## src/rtl/demux1x4_4b_seq_pkg.sv

```systemverilog
// demux1x4_4b_seq_pkg: lane indices, FSM states and widths shared by the nibble distributor.
package demux1x4_4b_seq_pkg;
  localparam int NIBBLE_W = 4;
  localparam logic [1:0] LANE_A = 2'b00;
  localparam logic [1:0] LANE_B = 2'b01;
  localparam logic [1:0] LANE_C = 2'b10;
  localparam logic [1:0] LANE_D = 2'b11;
  typedef enum logic {FILL, HOLD} state_t;
endpackage

```

## src/rtl/demux1x4_4b_seq_lane_reg.sv

```systemverilog
// lane_reg_4b: nibble holding register with write enable and async reset.
module lane_reg_4b
  import demux1x4_4b_seq_pkg::*;
(
  input  logic                clk,
  input  logic                rst,
  input  logic                we,
  input  logic [NIBBLE_W-1:0] d,
  output logic [NIBBLE_W-1:0] q
);
  always_ff @(posedge clk or posedge rst)
    if (rst) q <= '0;
    else if (we) q <= d;
endmodule

```

## src/rtl/demux1x4_4b_seq.sv

```systemverilog
// demux1x4_4b_seq: registered 1-to-4 nibble distributor with frame tracking.
// Define DEMUX_AUTO_SEL_EN to fill lanes a..d from an internal pointer instead of select.
module demux1x4_4b_seq
  import demux1x4_4b_seq_pkg::*;
(
  input  logic                clk,
  input  logic                rst,
  input  logic                in_valid,
  input  logic [NIBBLE_W-1:0] in_data,
  input  logic [1:0]          select,
  input  logic                clear,
  output logic                in_ready,
  output logic [NIBBLE_W-1:0] out_a,
  output logic [NIBBLE_W-1:0] out_b,
  output logic [NIBBLE_W-1:0] out_c,
  output logic [NIBBLE_W-1:0] out_d,
  output logic [3:0]          lane_vld,
  output logic                frame_done,
  output logic                ovr
);
  state_t state;
  logic [1:0] sel;
  logic [3:0] dec, we;
  logic acc;
`ifdef DEMUX_AUTO_SEL_EN
  logic [1:0] ptr;
  logic unused_select;
  assign unused_select = ^select;
  assign sel = ptr;
  always_ff @(posedge clk or posedge rst)
    if (rst) ptr <= 2'b00;
    else if (clear) ptr <= 2'b00;
    else if (acc) ptr <= ptr + 2'b01;
`else
  assign sel = select;
`endif
  assign in_ready = (state == FILL) && !clear;
  assign acc = in_valid && in_ready;
  assign dec = 4'b0001 << sel;
  assign we = acc ? dec : 4'b0000;
  assign frame_done = (state == HOLD);
  lane_reg_4b u_a (.clk(clk), .rst(rst), .we(we[LANE_A]), .d(in_data), .q(out_a));
  lane_reg_4b u_b (.clk(clk), .rst(rst), .we(we[LANE_B]), .d(in_data), .q(out_b));
  lane_reg_4b u_c (.clk(clk), .rst(rst), .we(we[LANE_C]), .d(in_data), .q(out_c));
  lane_reg_4b u_d (.clk(clk), .rst(rst), .we(we[LANE_D]), .d(in_data), .q(out_d));
  // clear wins over a write because it already forces in_ready low
  always_ff @(posedge clk or posedge rst)
    if (rst) begin
      state    <= FILL;
      lane_vld <= 4'b0000;
      ovr      <= 1'b0;
    end else if (clear) begin
      state    <= FILL;
      lane_vld <= 4'b0000;
      ovr      <= 1'b0;
    end else if (acc) begin
      lane_vld <= lane_vld | dec;
      if ((lane_vld & dec) != 4'b0000) ovr <= 1'b1;
      if ((lane_vld | dec) == 4'b1111) state <= HOLD;
    end
endmodule

```

## config.mk

```make
export PLATFORM = sky130hd
export DESIGN_NAME = demux1x4_4b_seq
export DESIGN_NICKNAME = d
export VERILOG_FILES = /design/src/rtl/demux1x4_4b_seq_pkg.sv /design/src/rtl/demux1x4_4b_seq_lane_reg.sv /design/src/rtl/demux1x4_4b_seq.sv
export SDC_FILE = /design/constraint.sdc
export NUM_CORES = 1
export LEC_CHECK = 0
export ABC_CLOCK_PERIOD_IN_PS = 2100
export CORE_MARGIN = 1.5
export CORE_UTILIZATION = 46
export CTS_CLUSTER_DIAMETER = 40
export DETAILED_ROUTE_END_ITERATION = 8
export DONT_BUFFER_PORTS = 1
export GPL_TIMING_DRIVEN = 0
export SLEW_MARGIN = 30
export SYNTH_ARGS = -nofsm -noshare
export SYNTH_HDL_FRONTEND = slang
export SYNTH_SLANG_ARGS = --single-unit
export TNS_END_PERCENT = 100
```

## constraint.sdc

```tcl
create_clock -name clk -period 2.1 [get_ports clk]
set_clock_uncertainty 0.2 [all_clocks]
set_input_delay 0.63 -clock clk [delete_from_list [all_inputs] [get_ports clk]]
set_output_delay 0.63 -clock clk [all_outputs]
set_load 0.03 [all_outputs]
```

==> results.md <==
* Placed Cells at 94
* DR pass1 iterations at 3
* Sequential share of power at just under 70%
* Total GRT Usage at 15.72%
* Met1 wire length at around 730 um
* Max IR drop VDD at approximately 0.54 mV
* Crit-path max cell delay at ~0.54 ns
* Xor/xnor share of the synthesized area at 0%
* Drt first-iter violations at 1
* FF-to-FF Start: frame_done
* Post-synth top area cell: dfrtp_1
* Final ANT Viol Nets at 0
* Synth Flop Type: dfrtp_1
* Area growth, synth to finish at 7.848%
* Internal at around 670 uW
* Most instantiated cells after synthesis: dfrtp_1, mux2_2, inv_1, nor2_1, mux2_4
* Port Buffer Count at 0
* CTS Root Cell: clkbuf_4
* Count of state elements after synthesis at 22
* Crit path DAT at 1.21 ns
* FMAX at about 490 MHz
* Maximum level of the CTS H-tree at 1
* Rel. slew slack at between 40% and 50%
* Compound-gate portion of the synthesized area at ~5.3%
* Fin crit share at 97.27%
* Clock share of power at a little over a fifth
* Aggregate routed wire length at 1.605 mm
* CTS tree: done
* Run status: finished, final reports clean
* WP buf/inv at 0
* GRT Residual Overflow at 0
* Top Metal Used: met4
* Multiplexer area fraction after synthesis at approximately a quarter
* Crit path cell chain: nor2_2
* Crit Path Max Fanout at 4
* RSZ-0062 raised after global routing: no
* Synthesized-area fraction occupied by and/or/nand/nor cells at 8.390%
* EDFF count, synth at 0
* Fin util at between 50 and 60%
* Syn nets at 77
* Worst Slack Setup Final at between 0.05 and 0.06 ns
* Hold Crit Class: in -> async
* FF-to-FF path depth at 3
* WP data required at around 1.3 ns
* Number of placement rows at 16
* Std-Cell Core Area at 0.001922 mm2
* Routed length per instance at between 15 and 20 um
* CTS Sinks at 22
* Largest family of logic cells by synthesized area: multiplexers
* Final setup fails at 0
* GPL Wtd Cong at around 0.76
* Max cap viols at 0
* Largest net degree at the start of global routing at 23
* Startpoint class of the critical path: register
* Die area at ~0.0023 mm2
* Worst Setup SP: frame_done
* Adder-cell share of the synthesized area at 0%
* Final setup TNS at 0 ns
* DRC at 0
* Slew Viols, Final at 0
* Final hold violation count at 0
* Power Dens Cells at ~1000 mW/mm2
* Metal2 WL at between 700 and 800 um
* First-pass GRT wire length at about 2.4 mm
* Synth top area share at 59.54%
* Crit-path leading delay family: flip-flops
* Setup WS pre-CTS at roughly 0.22 ns
* Net count reported at finish at just over 80
* Pwr Total at 1038 uW
* Tightest Pin Transition at roughly 0.81 ns
* Clock Path Buffers at 2
* # IOs at 33
* Switching power at 364.7 uW
* Number of vias per cell at 5.418
* Synthesized area at approximately 920 um2
* Net Sw Frac at between 30% and 40%
* Reg2Reg Setup Slack at approximately 0.25 ns
* Vias in the first global route at 554
* ANT cells at 0
* Finished Layout Cells at between 90 and 100
* Crit end category: output pin
* Initial antenna violation count at 0
* Total CTS buffers at 3
* Critical path's slowest cell: dfrtp_1
* DP HPWL at about 1.2 mm
* Post-synthesis cell type count at 19
* FF-to-FF End: u_b.q[3]
* Clock-pin slew on the worst setup and hold paths at 0.12 ns
* Leak pwr at approximately 0.00044 uW
* Minimum clock period at 2.043 ns
* Via count at approximately 530
* Register area share after synthesis at about three fifths
* YS warnings at 0
* Synthesized area per cell at between 10 and 15 um2
* Die Y at around 48 um
* Top cells by area, synth: dfrtp_1, mux2_2, mux2_4
* Metal3 WL at 110 um
* Cell with the most instances after synthesis: dfrtp_1
* Syn Inst Count at between 60 and 70
* Synth async-reset ratio at 100.0%
* Initial core utilization at 48.11%
* Combinational Power Share at 10.2%
* Worst-skew pair later-pin latency at 0.30 ns
* Layout cells sized above 1 at 35.21%
* Post-CTS Setup Bufs at 0
* Die Span X at between 40 and 50 um
* Critical Setup Path Class: reg -> out
-- flip-flops by register name, summed over array words and instances, names as in the netlist --
register,flops
frame_done,1
u_b.q,4
u_d.q,4
u_a.q,4
lane_vld,4
ovr,1
u_c.q,4
-- power groups by stage --
stage | Sequential (uW) | Combinational [uW] | Clock, uW
5_1_grt | 719 | 118 | 254
2_1_floorplan | 699 | 97.1 | 0
3_5_place_dp | 716 | 108 | 0
6_report | 705 | 106 | 228
3_3_place_gp | 714 | 104 | 0
4_1_cts | 707 | 109 | 240
-- cell type report --
class / count / area, um2
Buffer: 1 / 11.26
Clock buffer: 4 / 36.28
Fill cell: 192 / 924.6
Inverter: 5 / 18.77
Multi-Input combinational cell: 39 / 346.6
Sequential cell: 22 / 550.5
Tap cell: 27 / 33.78
-- cells by family (layout without fill, tap and decap cells) --
family | Yosys count | count (layout)
flops | 22 | 22
simple gates | 14 | 14
mux | 17 | 17
buf+inv | 6 | 10
compound gates | 8 | 8
-- per-stage QoR --
step	hold WS (ns)	area, um2
2_1_floorplan	0.4192	924.6
3_3_place_gp	0.4808	958.4
3_5_place_dp	0.4899	958.4
4_1_cts	0.1591	997.2
5_1_grt	0.1492	997.2
6_report	0.1597	997.2
-- worst max-delay path by stage --
stage,slack [ns],cells past startpoint,to
finish,0.06,1,in_ready
global route,0.01,1,in_ready
CTS,0.04,1,in_ready
detailed placement,0.22,1,in_ready
global placement,0.22,1,in_ready
floorplan,0.24,1,in_ready
-- per-layer routing --
metal	track usage (%)	vias up
met3	5.660	4
met1	20.05	265
met2	24.27	19
met4	6.486	0
li1	-	243
met5	0	-
-- cells in the final DEF, fill, tap and decap left out, drive strengths merged --
master and instances:
dfrtp 22, mux2 16, inv 5, nor2 5, clkbuf 4, nand2 3, o21ai 3, a21oi 2
nor3b 1, nand3b 1, and3 1, buf 1, nor2b 1, and4 1, a31o 1, nand2b 1
o221ai 1, mux4 1, a31oi 1
-- repair_timing --
| item | 4_1_cts | 5_1_grt |
|---|---|---|
| gates resized for setup | 1 | 0 |
| setup endpoints to repair | 1 | 0 |
| hold buffers | 0 | 0 |
No activity file was read; power rests on OpenSTA's default activity.
